$ cat config.mk
export PLATFORM = sky130hd
export DESIGN_NAME = fetch_sequencer
export DESIGN_NICKNAME = d
export VERILOG_FILES = /design/src/rtl/fetch_sequencer.sv
export SDC_FILE = /design/constraint.sdc
export NUM_CORES = 1
export LEC_CHECK = 0
export BUFFER_PORTS_ARGS = -buffer_cell sky130_fd_sc_hd__buf_2
export CORE_MARGIN = 2
export CORE_UTILIZATION = 57
export CTS_CLUSTER_SIZE = 28
export DETAILED_ROUTE_END_ITERATION = 8
export PLACE_DENSITY = 0.78
export SETUP_SLACK_MARGIN = 0.4
export SLEW_MARGIN = 15
export SYNTH_ARGS = -nofsm -noshare
export SYNTH_HDL_FRONTEND = slang
export SYNTH_SLANG_ARGS = --single-unit
$ cat constraint.sdc
create_clock -name clock -period 4.5 [get_ports clock]
set_clock_uncertainty 0.15 [all_clocks]
set_input_delay 0.225 -clock clock [delete_from_list [all_inputs] [get_ports clock]]
set_output_delay 0.225 -clock clock [all_outputs]
set_load 0.1 [all_outputs]
$ cat src/rtl/fetch_sequencer.sv
// fetch_sequencer: instruction fetch front end between the instruction memory
// and decode. Holds the PC, issues one read per cycle into a memory with a
// 1-cycle registered read latency, buffers returned words (tagged with their
// PC) in a small FIFO and hands them to decode over valid/ready. Supports
// start, redirect (flushing wrong-path fetches) and halt with drain.
//
// Ports:
//   clock, reset          rising-edge clock, synchronous active-high reset
//   start                 pulse: IDLE/HALTED -> RUN, fetch from current pc
//   halt_req              pulse: stop issuing, drain, then HALTED
//   redirect              load redirect_target into pc, flush buffered/in-flight
//   redirect_target       new pc
//   imem_address          memory read address (the pc register)
//   imem_instruction      memory data for the address of the previous cycle
//   out_valid/out_ready   decode handshake on the FIFO head
//   out_instruction       FIFO head instruction
//   out_pc                pc the head was fetched from
//   halted                high in HALTED
module fetch_sequencer #(
   parameter int unsigned ADDR_WIDTH  = 12,
   parameter int unsigned INSTR_WIDTH = 19,
   parameter int unsigned RESET_PC    = 0,
   parameter int unsigned FIFO_DEPTH  = 3
) (
   input  logic                   clock,
   input  logic                   reset,
   input  logic                   start,
   input  logic                   halt_req,
   input  logic                   redirect,
   input  logic [ADDR_WIDTH-1:0]  redirect_target,
   output logic [ADDR_WIDTH-1:0]  imem_address,
   input  logic [INSTR_WIDTH-1:0] imem_instruction,
   output logic                   out_valid,
   input  logic                   out_ready,
   output logic [INSTR_WIDTH-1:0] out_instruction,
   output logic [ADDR_WIDTH-1:0]  out_pc,
   output logic                   halted
);

   localparam int unsigned PW = $clog2(FIFO_DEPTH);
   localparam int unsigned CW = $clog2(FIFO_DEPTH + 1);

   typedef enum logic [1:0] {
      S_IDLE,
      S_RUN,
      S_DRAIN,
      S_HALTED
   } state_t;

   state_t                  state_q, state_d;
   logic [ADDR_WIDTH-1:0]   pc_q, pc_d;
   logic                    inflight_q, inflight_d;
   logic [ADDR_WIDTH-1:0]   inflight_pc_q, inflight_pc_d;
   logic [PW-1:0]           rd_ptr_q, rd_ptr_d;
   logic [PW-1:0]           wr_ptr_q, wr_ptr_d;
   logic [CW-1:0]           count_q, count_d;
   logic [INSTR_WIDTH-1:0]  fifo_instr_q [FIFO_DEPTH];
   logic [ADDR_WIDTH-1:0]   fifo_pc_q    [FIFO_DEPTH];

   logic                    issue;
   logic                    push;
   logic                    pop;
   logic [CW:0]             occupancy;

   function automatic logic [PW-1:0] ptr_inc(input logic [PW-1:0] p);
      return (p == PW'(FIFO_DEPTH - 1)) ? '0 : p + PW'(1);
   endfunction

   assign imem_address    = pc_q;
   assign out_valid       = (count_q != '0);
   assign out_instruction = fifo_instr_q[rd_ptr_q];
   assign out_pc          = fifo_pc_q[rd_ptr_q];
   assign halted          = (state_q == S_HALTED);

   // Buffered plus in-flight entries; one bit wider so full+inflight cannot wrap.
   assign occupancy = {1'b0, count_q} + {{CW{1'b0}}, inflight_q};

   // Reserving a slot for the in-flight word guarantees the push always fits.
   assign issue = (state_q == S_RUN) && !halt_req && !redirect &&
                  (occupancy < (CW + 1)'(FIFO_DEPTH));
   assign push  = inflight_q && !redirect;
   assign pop   = out_valid && out_ready;

   // Next-state logic.
   always_comb begin
      state_d = state_q;
      unique case (state_q)
         S_IDLE:   if (start && !halt_req) state_d = S_RUN;
         S_RUN:    if (halt_req)           state_d = S_DRAIN;
         S_DRAIN:  if ((count_q == '0) && !inflight_q) state_d = S_HALTED;
         S_HALTED: if (start && !halt_req) state_d = S_RUN;
         default:  state_d = S_IDLE;
      endcase
   end

   // PC, in-flight tracking and FIFO pointer next-state.
   always_comb begin
      pc_d          = pc_q;
      inflight_d    = 1'b0;
      inflight_pc_d = inflight_pc_q;
      rd_ptr_d      = rd_ptr_q;
      wr_ptr_d      = wr_ptr_q;
      count_d       = count_q;

      if (issue) begin
         inflight_d    = 1'b1;
         inflight_pc_d = pc_q;
         pc_d          = pc_q + ADDR_WIDTH'(1);
      end

      if (redirect) begin
         // A same-cycle pop is still consumed by decode; flushing simply
         // discards everything else.
         pc_d     = redirect_target;
         rd_ptr_d = '0;
         wr_ptr_d = '0;
         count_d  = '0;
      end else begin
         if (push) wr_ptr_d = ptr_inc(wr_ptr_q);
         if (pop)  rd_ptr_d = ptr_inc(rd_ptr_q);
         if (push && !pop)      count_d = count_q + CW'(1);
         else if (!push && pop) count_d = count_q - CW'(1);
      end
   end

   always_ff @(posedge clock) begin
      if (reset) begin
         state_q       <= S_IDLE;
         pc_q          <= ADDR_WIDTH'(RESET_PC);
         inflight_q    <= 1'b0;
         inflight_pc_q <= '0;
         rd_ptr_q      <= '0;
         wr_ptr_q      <= '0;
         count_q       <= '0;
      end else begin
         state_q       <= state_d;
         pc_q          <= pc_d;
         inflight_q    <= inflight_d;
         inflight_pc_q <= inflight_pc_d;
         rd_ptr_q      <= rd_ptr_d;
         wr_ptr_q      <= wr_ptr_d;
         count_q       <= count_d;
      end
   end

   // Storage is cleared on reset so the head outputs are never X.
   always_ff @(posedge clock) begin
      if (reset) begin
         for (int unsigned i = 0; i < FIFO_DEPTH; i++) begin
            fifo_instr_q[i] <= '0;
            fifo_pc_q[i]    <= '0;
         end
      end else if (push) begin
         fifo_instr_q[wr_ptr_q] <= imem_instruction;
         fifo_pc_q[wr_ptr_q]    <= inflight_pc_q;
      end
   end

   overflow_chk : assert property (@(posedge clock) disable iff (reset)
      !(push && !pop && (count_q == CW'(FIFO_DEPTH))));

endmodule

==> results of run 1 <==
==> sequential cells by signal, summed over array words and instances, names as in the netlist, named ones only <==
register	cells
fifo_pc_q	48
state_q	2
inflight_pc_q	12
imem_address	12
inflight_q	1
wr_ptr_q	2
fifo_instr_q	76
rd_ptr_q	2
count_q	2
==> power breakdown <==
part	switching [µW]	total (µW)	internal, µW
sequential	34.5	1670	1630
clock	583	1460	878
combinational	292	406	114
total	910	3530	2620
==> worst max-delay path: stages, from the launching register on <==
cell,delay (ns)
dfxtp_2,0.85
buf_4,0.36
mux4_2,0.54
buf_2,0.31
==> through the flow <==
| stage | setup slack [ns] | total power, µW |
|---|---|---|
| 2_1_floorplan | 0.956 | 2010 |
| 3_3_place_gp | 2.06 | 2070 |
| 3_5_place_dp | 2.02 | 2080 |
| 4_1_cts | 1.56 | 3550 |
| 5_1_grt | 1.45 | 3640 |
| 6_report | 1.64 | 3530 |
==> logic make-up (layout without fill, tap and decap cells) <==
| kind of cell | count (synthesis) | after routing | synth area share (%) |
|---|---|---|---|
| multiplexers | 31 | 31 | 10.3 |
| AO/OA/AOI/OAI | 50 | 50 | 4.59 |
| buffers and inverters | 32 | 155 | 2.32 |
| AND/OR/NAND/NOR | 182 | 182 | 15.4 |
| flip-flops | 159 | 159 | 65.5 |
| XOR/XNOR | 4 | 4 | 0.519 |
| adder cells (fa/ha/maj) | 7 | 7 | 1.30 |
==> cell usage in the layout, fill, tap and decap left out, drive strengths merged, types with 10 or more instances in the layout <==
cell type and count:
edfxtp 124, inv 11, a21oi 23, clkbuf 17, dfxtp 35, mux4 31
and2 95, buf 87, dlygate4sd3 29, nand2 38, nor2 10
==> final cells by class <==
type                            count  area (µm²)
Tap cell                          143         179
Fill cell                         736        3340
Inverter                            7        26.3
Timing Repair Buffer              116         741
Sequential cell                   159        4430
Clock inverter                     15         184
Clock buffer                       17         425
Multi-Input combinational cell    274        2200
==> how the worst min path moves through the flow <==
stage          slack [ns]                start            endpoint
6_report             0.04                start          state_q[1]
5_1_grt              0.05                start          state_q[1]
4_1_cts              0.02                start          state_q[1]
3_5_place_dp         0.29  imem_instruction[6]  fifo_instr_q[3][6]
3_3_place_gp         0.28  imem_instruction[0]  fifo_instr_q[3][0]
2_1_floorplan        0.17  imem_instruction[0]  fifo_instr_q[3][0]
==> what timing repair did <==
| item | 4_1_cts | 5_1_grt |
|---|---|---|
| resized for setup | 0 | 0 |
| hold buffers | 29 | 0 |
| endpoints found under the hold margin | 81 | 0 |
==> metal layers <==
metal	vias to the layer above	routed length (µm)	global-route usage, %
met1	1967	5410	27.3
met3	16	895	6.43
met4	0	185	6.83
met2	146	6650	37.2
met5	-	0	0
li1	1948	-	-
==> impl_metrics.env, run 1 <==
export IMPL_avgSynthCellArea_um2=14.5
export IMPL_worst_pin_slew_ns=0.958
export IMPL_rsz0062_at_grt="false"
export IMPL_crit_end="out_pc[4]"
export IMPL_wl_per_cell_um=18.0
export IMPL_dr_total_vias=4077
export IMPL_core_area_um2=11500
export IMPL_setup_viol=0
export IMPL_clock_sinks=159
export IMPL_synthCells=465
export IMPL_grt_max_degree=35
export IMPL_drv_slew=0
export IMPL_grt_usage_pct=21.8
export IMPL_postLayoutCoreUtil_pct=71.0
export IMPL_num_rows=39
export IMPL_worstPathMaxFanout=22
export IMPL_grt_pass1_vias=4239
export IMPL_timing_slew_headroom_pct=35.6
export IMPL_ir_worst_vdd_mv=0.263
export IMPL_ys_seq_elements=159
export IMPL_fin_cells=731
export IMPL_yosysUniqueCellTypes=43
export IMPL_num_nets_final=619
export IMPL_cts_clk_slew_worst_paths_ns=0.06
export IMPL_r2r_end="imem_address[5]"
export IMPL_min_period_over_period_pct=63.6
export IMPL_drt_iter0_drc=212
export IMPL_routed_wirelength_mm=13.1
export IMPL_drc=2
export IMPL_outcome="finished with violations"
export IMPL_async_reset_ff_share_pct=0
export IMPL_finalHoldViolations=0
export IMPL_synth_ff_type="edfxtp_1"
export IMPL_die_area_um2=12700
export IMPL_postCtsSetupRepairBufs=0
export IMPL_cts_tree="built"
export IMPL_synth_top_area_share_pct=55.1
export IMPL_ys_warn_count=0
export IMPL_placed_area_um2=7280
export IMPL_numCtsBuffers=17
export IMPL_whs_path_depth=4
export IMPL_failed_checks="DRC"
export IMPL_drtAntennaViolNets=0
export IMPL_synth_area_leaders="edfxtp_1, dfxtp_1, mux4_2"
export IMPL_reg2reg_depth=6
export IMPL_start_util_pct=58.7
export IMPL_startpoint_type="flip-flop"
export IMPL_grt_remaining_overflow=0
export IMPL_path_class="reg -> out"
export IMPL_synth_most_common_cell="edfxtp_1"
export IMPL_gp_congestion=0.825
export IMPL_cp_arrival_ns=2.49
export IMPL_synth_commonest_cells="edfxtp_1, and2_1, nand2_1"
export IMPL_clk_latency_ns=0.42
export IMPL_cp_end_kind="output pin"
export IMPL_antenna_cells=0
export IMPL_finalSetupTns_ns=0
export IMPL_yosysTopAreaCell="edfxtp_1"
export IMPL_cts_path_max_buffers=2
export IMPL_dp_cells=670
export IMPL_antenna_found_initial=0
export IMPL_rrSetupSlack_ns=2.16
export IMPL_max_freq_mhz=349
export IMPL_drtPass1Iterations=6
export IMPL_r2r_start="count_q[0]"
export IMPL_io_pins=82
export IMPL_synth_nets=509
export IMPL_syn_cell_area_um2=6760
export IMPL_dieHeight_um=113
export IMPL_synth_edf_count=124
export IMPL_final_layout_size_suffix_gt1_share_pct=28.1
export IMPL_die_x_um=113
export IMPL_drv_cap=0
export IMPL_yosysSeqAreaShare_pct=65.5
export IMPL_dp_hpwl_mm=7.69
export IMPL_leakagePower_uw=0.00306
export IMPL_holdCritPathClass="in -> reg"
export IMPL_vias_per_cell=5.58
export IMPL_grt_pass1_wl_mm=21.1
export IMPL_hold_slack_ns=0.0410
export IMPL_htree_levels=4
export IMPL_power_density_nw_per_um2=432
export IMPL_period_needed_ns=2.86
export IMPL_syn_to_final_growth_pct=21.1
export IMPL_portBuffers=81
export IMPL_required_ns=4.12
export IMPL_cts_root_buffer="clkbuf_16"
export IMPL_finish_instance_area_um2=8180
(Power assumes the default switching activity.)
==> run 2, diff against run 1 <==
==> constraint.sdc (replaced) <==
create_clock -name clock -period 2.85 [get_ports clock]
set_clock_uncertainty 0.15 [all_clocks]
set_input_delay 0.1425 -clock clock [delete_from_list [all_inputs] [get_ports clock]]
set_output_delay 0.1425 -clock clock [all_outputs]
set_load 0.1 [all_outputs]
==> run 2 against run 1 <==
Against the previous run:
- the flow still finishes with violations (DRC)
- register-to-register slack got worse by 1.6 ns
- sequential power grew 57%
- power increased by 56%
- combinational power is 64% higher
- setup slack worse by 1.1 ns
- wire length is 4.3% higher
- die area unchanged
- clock power increased by 53%
- via count is 2.6% higher
- final cell count rose by 1.4%
- critical endpoint is now imem_address[5]
==> impl_metrics.env, run 2 (synthesized netlist as in run 1, its figures left out) <==
export IMPL_numCtsBuffers=17
export IMPL_cts_hold_fix_buffers=36
export IMPL_wl_per_cell_um=18.5
export IMPL_finalSetupTns_ns=0
export IMPL_cts_clk_slew_worst_paths_ns=0.06
export IMPL_drc=7
export IMPL_drtAntennaViolNets=0
export IMPL_routed_wirelength_mm=13.7
export IMPL_failed_checks="DRC"
export IMPL_finalHoldViolations=0
export IMPL_path_class="reg -> reg"
export IMPL_die_x_um=113
export IMPL_setup_viol=0
export IMPL_required_ns=2.98
export IMPL_io_pins=82
export IMPL_htree_levels=4
export IMPL_fin_cells=741
export IMPL_drv_cap=0
export IMPL_holdCritPathClass="in -> reg"
export IMPL_rsz0062_at_grt="false"
export IMPL_largest_reg_flops=76
export IMPL_power_density_nw_per_um2=668
export IMPL_drt_iter0_drc=372
export IMPL_dieHeight_um=113
export IMPL_timing_slew_headroom_pct=60.6
export IMPL_mostFrequentLayoutCell="edfxtp_1"
export IMPL_portBuffers=81
export IMPL_power_uw=5530
export IMPL_dp_cells=673
export IMPL_worst_pin_slew_ns=0.590
export IMPL_leakagePower_uw=0.00312
export IMPL_syn_to_final_growth_pct=22.6
export IMPL_multiInputGateArea_um2=2200
export IMPL_whs_path_depth=3
export IMPL_max_freq_mhz=430
export IMPL_seqCellArea_um2=4430
export IMPL_vias_per_cell=5.65
export IMPL_outcome="finished with violations"
export IMPL_num_nets_final=629
export IMPL_final_layout_size_suffix_gt1_share_pct=27.9
export IMPL_dr_total_vias=4185
export IMPL_drtPass1Iterations=9
export IMPL_ir_worst_vdd_mv=0.387
export IMPL_reg2reg_depth=6
export IMPL_min_period_over_period_pct=81.7
export IMPL_cp_arrival_ns=2.46
export IMPL_antenna_cells=0
export IMPL_clk_latency_ns=0.42
export IMPL_start_util_pct=58.7
export IMPL_grt_pass1_wl_mm=21.9
export IMPL_antenna_found_initial=0
export IMPL_dp_hpwl_mm=7.39
export IMPL_fill_cells=737
export IMPL_num_rows=39
export IMPL_grt_usage_pct=22.7
export IMPL_gp_congestion=0.859
export IMPL_startpoint_type="flip-flop"
export IMPL_worstPathMaxFanout=20
export IMPL_top_register="fifo_instr_q"
export IMPL_grt_remaining_overflow=0
export IMPL_top_regs="fifo_instr_q x76, fifo_pc_q x48"
export IMPL_core_area_um2=11500
export IMPL_cp_end_kind="flip-flop"
export IMPL_period_needed_ns=2.33
export IMPL_drv_slew=0
export IMPL_final_cell_mix="edfxtp_1, and2_1, buf_2, nand2_1, dlygate4sd3_1"
export IMPL_postCtsSetupRepairBufs=0
export IMPL_dp_slack_ns=0.532
export IMPL_die_area_um2=12700
export IMPL_cts_path_max_buffers=2
export IMPL_cts_tree="built"
export IMPL_cts_root_buffer="clkbuf_16"
export IMPL_grt_max_degree=35
export IMPL_grt_pass1_vias=4366
export IMPL_timing_final_ws_setup_ns=0.523
export IMPL_clock_sinks=159
export IMPL_cts_resized=0
-- run 2: changes by cell type in the layout (fill, tap and decap cells not counted) --
cell           previous run  this run
buf_12                    0         2
clkinv_4                  1         5
inv_6                     4         3
bufinv_16                 3         2
nor3_4                    0         1
clkinv_1                  0         1
buf_4                     6         7
nor3_2                    2         1
clkinvlp_4                6         3
dlygate4sd3_1            29        36
-- run 2: path summary, 6_finish.rpt --
path                                  startpoint               to  slack (ns)
worst max register to register        count_q[0]  imem_address[5]        0.52
worst min-delay path                    redirect  imem_address[5]        0.02
worst min register to register  inflight_pc_q[0]  fifo_pc_q[3][0]        0.34
worst max-delay path                  count_q[0]  imem_address[5]        0.52
-- run 2: report_power, final --
| group | leakage, µW | internal [µW] | switching [µW] | total, µW |
|---|---|---|---|---|
| registers | 0.00153 | 2570 | 53.5 | 2630 |
| clock network | 0.000278 | 1300 | 937 | 2240 |
| logic | 0.00131 | 192 | 472 | 664 |
| total | 0.00312 | 4070 | 1460 | 5530 |
-- run 2: through the flow --
step | utilization, % | area (µm²) | hold slack [ns]
CTS | 71.9 | 8280 | 0.00233
global route | 71.9 | 8280 | 0.0452
floorplan | - | 6770 | 0.0914
global placement | 63.7 | 7330 | 0.197
detailed placement | 63.7 | 7330 | 0.201
finish | 71.9 | 8280 | 0.0206
-- run 2: layer usage --
metal	up-vias	GRT usage [%]	wire length (µm)
met5	-	0	0
li1	1965	-	-
met4	0	8.21	209
met2	136	39.8	7100
met3	19	5.20	701
met1	2065	27.8	5690
-- run 2: cell type report --
type                            count  share of cell area (%)
Multi-Input combinational cell    274                    26.6
Timing Repair Buffer              126                    10.4
Clock buffer                       17                    5.14
Clock inverter                     15                    1.95
Tap cell                          143                    2.16
Inverter                            7                   0.317
Sequential cell                   159                    53.5
-- run 2: worst max-delay path: stages (launching register included) --
cell and delay [ns]:
dfxtp_1 0.37, ha_1 0.20, ha_1 0.22, or4b_4 0.52
nor2_4 0.40, a311o_1 0.25, a31oi_1 0.07
==> run 3, diff against run 2 <==
==> constraint.sdc (replaced) <==
create_clock -name clock -period 2.2 [get_ports clock]
set_clock_uncertainty 0.15 [all_clocks]
set_input_delay 0.11 -clock clock [delete_from_list [all_inputs] [get_ports clock]]
set_output_delay 0.11 -clock clock [all_outputs]
set_load 0.1 [all_outputs]
==> run 3 against run 2 <==
Against the previous run:
- the flow still finishes with violations (DRC)
- die area unchanged
- fmax increased by 11%
- register-to-register slack got worse by 0.43 ns
- critical endpoint is now imem_address[2]
- largest power group unchanged
==> impl_metrics.env, run 3 (synthesized netlist as in run 1, its figures left out) <==
export IMPL_outcome="finished with violations"
export IMPL_failed_checks="DRC"
export IMPL_max_freq_mhz=475
export IMPL_finish_instance_area_um2=9340
export IMPL_dp_cells=675
export IMPL_cts_root_buffer="clkbuf_16"
export IMPL_pwr_share_seq_pct=45.2
export IMPL_holdCritPathClass="in -> reg"
export IMPL_intPower_uw=5640
export IMPL_cpMostUsedCell="ha_4"
export IMPL_final_layout_size_suffix_gt1_share_pct=39.1
export IMPL_finalHoldViolations=0
export IMPL_ir_worst_vdd_mv=0.531
export IMPL_cts_tree="built"
export IMPL_num_rows=39
export IMPL_startpoint_type="flip-flop"
export IMPL_start_util_pct=58.7
export IMPL_wl_per_cell_um=22.2
export IMPL_dp_hpwl_mm=7.82
export IMPL_drtAntennaViolNets=0
export IMPL_slowest_stage="or4b_4"
export IMPL_vias_per_cell=5.96
export IMPL_critPathBufInv=1
export IMPL_antenna_found_initial=0
export IMPL_path_class="reg -> reg"
export IMPL_top_register="fifo_instr_q"
export IMPL_grt_pass1_wl_mm=24.6
export IMPL_leakagePower_uw=0.00349
export IMPL_path_cells="ha_4, ha_4, or4b_4, nor2_4, buf_6, nand3b_1, a31oi_1"
export IMPL_timing_slew_headroom_pct=67.3
export IMPL_core_area_um2=11500
export IMPL_critical_path_max_stage_delay_ns=0.56
export IMPL_worst_pin_slew_ns=0.493
export IMPL_clk_latency_ns=0.41
export IMPL_grt_pass1_vias=4601
export IMPL_drtPass1Iterations=7
export IMPL_rsz0062_at_grt="true"
export IMPL_io_pins=82
export IMPL_top_regs="fifo_instr_q x76, fifo_pc_q x48"
export IMPL_required_ns=2.37
export IMPL_mostFrequentLayoutCell="edfxtp_1"
export IMPL_numCtsBuffers=17
export IMPL_hold_slack_ns=0.0564
export IMPL_die_area_um2=12700
export IMPL_power_density_nw_per_um2=809
export IMPL_cts_clk_slew_worst_paths_ns=0.06
export IMPL_finalSetupTns_ns=0
export IMPL_fin_cells=767
export IMPL_pwr_share_comb_pct=14.8
export IMPL_drt_iter0_drc=354
export IMPL_placed_area_um2=7880
export IMPL_syn_to_final_growth_pct=38.2
export IMPL_cp_end_kind="flip-flop"
export IMPL_postLayoutCoreUtil_pct=81.1
export IMPL_drc=5
export IMPL_netSwitchingFraction_pct=25.4
export IMPL_dr_total_vias=4570
export IMPL_worstPathMaxFanout=5
export IMPL_drv_slew=0
export IMPL_num_nets_final=655
export IMPL_routed_wirelength_mm=17.1
export IMPL_die_x_um=113
export IMPL_grt_remaining_overflow=0
export IMPL_cp_arrival_ns=2.28
export IMPL_htree_levels=4
export IMPL_grt_max_degree=32
export IMPL_grt_usage_pct=26.0
export IMPL_period_needed_ns=2.11
export IMPL_clock_sinks=159
export IMPL_p_sw_uw=1920
export IMPL_min_period_over_period_pct=95.7
export IMPL_critPathTopFamily="simple AND/OR/NAND/NOR gates"
export IMPL_largest_reg_flops=76
export IMPL_final_cell_mix="edfxtp_1, and2_1, buf_2, dlygate4sd3_1, buf_12"
export IMPL_clkPwrFrac_pct=40.0
export IMPL_drv_cap=0
export IMPL_cts_path_max_buffers=2
export IMPL_portBuffers=81
export IMPL_setup_viol=0
export IMPL_gp_congestion=0.833
export IMPL_dieHeight_um=113
export IMPL_antenna_cells=0
## run 3: metrics by stage
step | worst slack (ns) | total power [µW]
2_1_floorplan | 0.263 | 4110
3_3_place_gp | 0.159 | 4370
3_5_place_dp | 0.0709 | 4400
4_1_cts | 0.0855 | 7470
5_1_grt | -0.0184 | 7750
6_report | 0.0943 | 7550
## run 3: power groups by stage
stage | Combinational (µW) | Clock (µW) | Sequential [µW]
3_3_place_gp | 905 | 0 | 3460
4_1_cts | 1040 | 3020 | 3410
6_report | 1120 | 3020 | 3420
5_1_grt | 1170 | 3150 | 3430
3_5_place_dp | 926 | 0 | 3470
2_1_floorplan | 557 | 0 | 3550
## run 3: final cells by class
cell class | count | area (µm²)
Clock buffer | 18 | 429
Fill cell | 576 | 2180
Tap cell | 143 | 179
Timing Repair Buffer | 145 | 1590
Sequential cell | 159 | 4460
Multi-Input combinational cell | 281 | 2490
Inverter | 7 | 26.3
Clock inverter | 14 | 173
## run 3: final timing paths
kind / slack [ns] / end / depth (start not counted) / startpoint
max: 0.09 / imem_address[2] / 7 / count_q[0]
min reg2reg: 0.35 / fifo_pc_q[3][2] / 0 / inflight_pc_q[2]
min: 0.06 / state_q[1] / 4 / halt_req
max reg2reg: 0.09 / imem_address[2] / 7 / count_q[0]
## run 3: worst register-to-register path: cells and delay by family, from the launching register on
family | cells | cell delay [ns]
simple gates | 3 | 0.88
flops | 1 | 0.35
fa+ha+maj | 2 | 0.32
compound gates | 1 | 0.16
buf+inv | 1 | 0.15
## run 3: what timing repair did
item	in CTS	in global routing
pin swaps	19	24
buffers inserted	12	2
endpoints found under the setup margin	115	213
cloned	5	6
resized for setup	22	46
hold buffers	34	1
endpoints found under the hold margin	94	2
## run 3: layer usage
metal | global-route usage, % | share of wire [%] | up-vias
met1 | 33.2 | 38 | 2240
met2 | 43.3 | 52 | 263
met5 | 0 | 0 | -
met3 | 5.36 | 7.5 | 39
met4 | 12.2 | 2.5 | 0
li1 | - | - | 2028
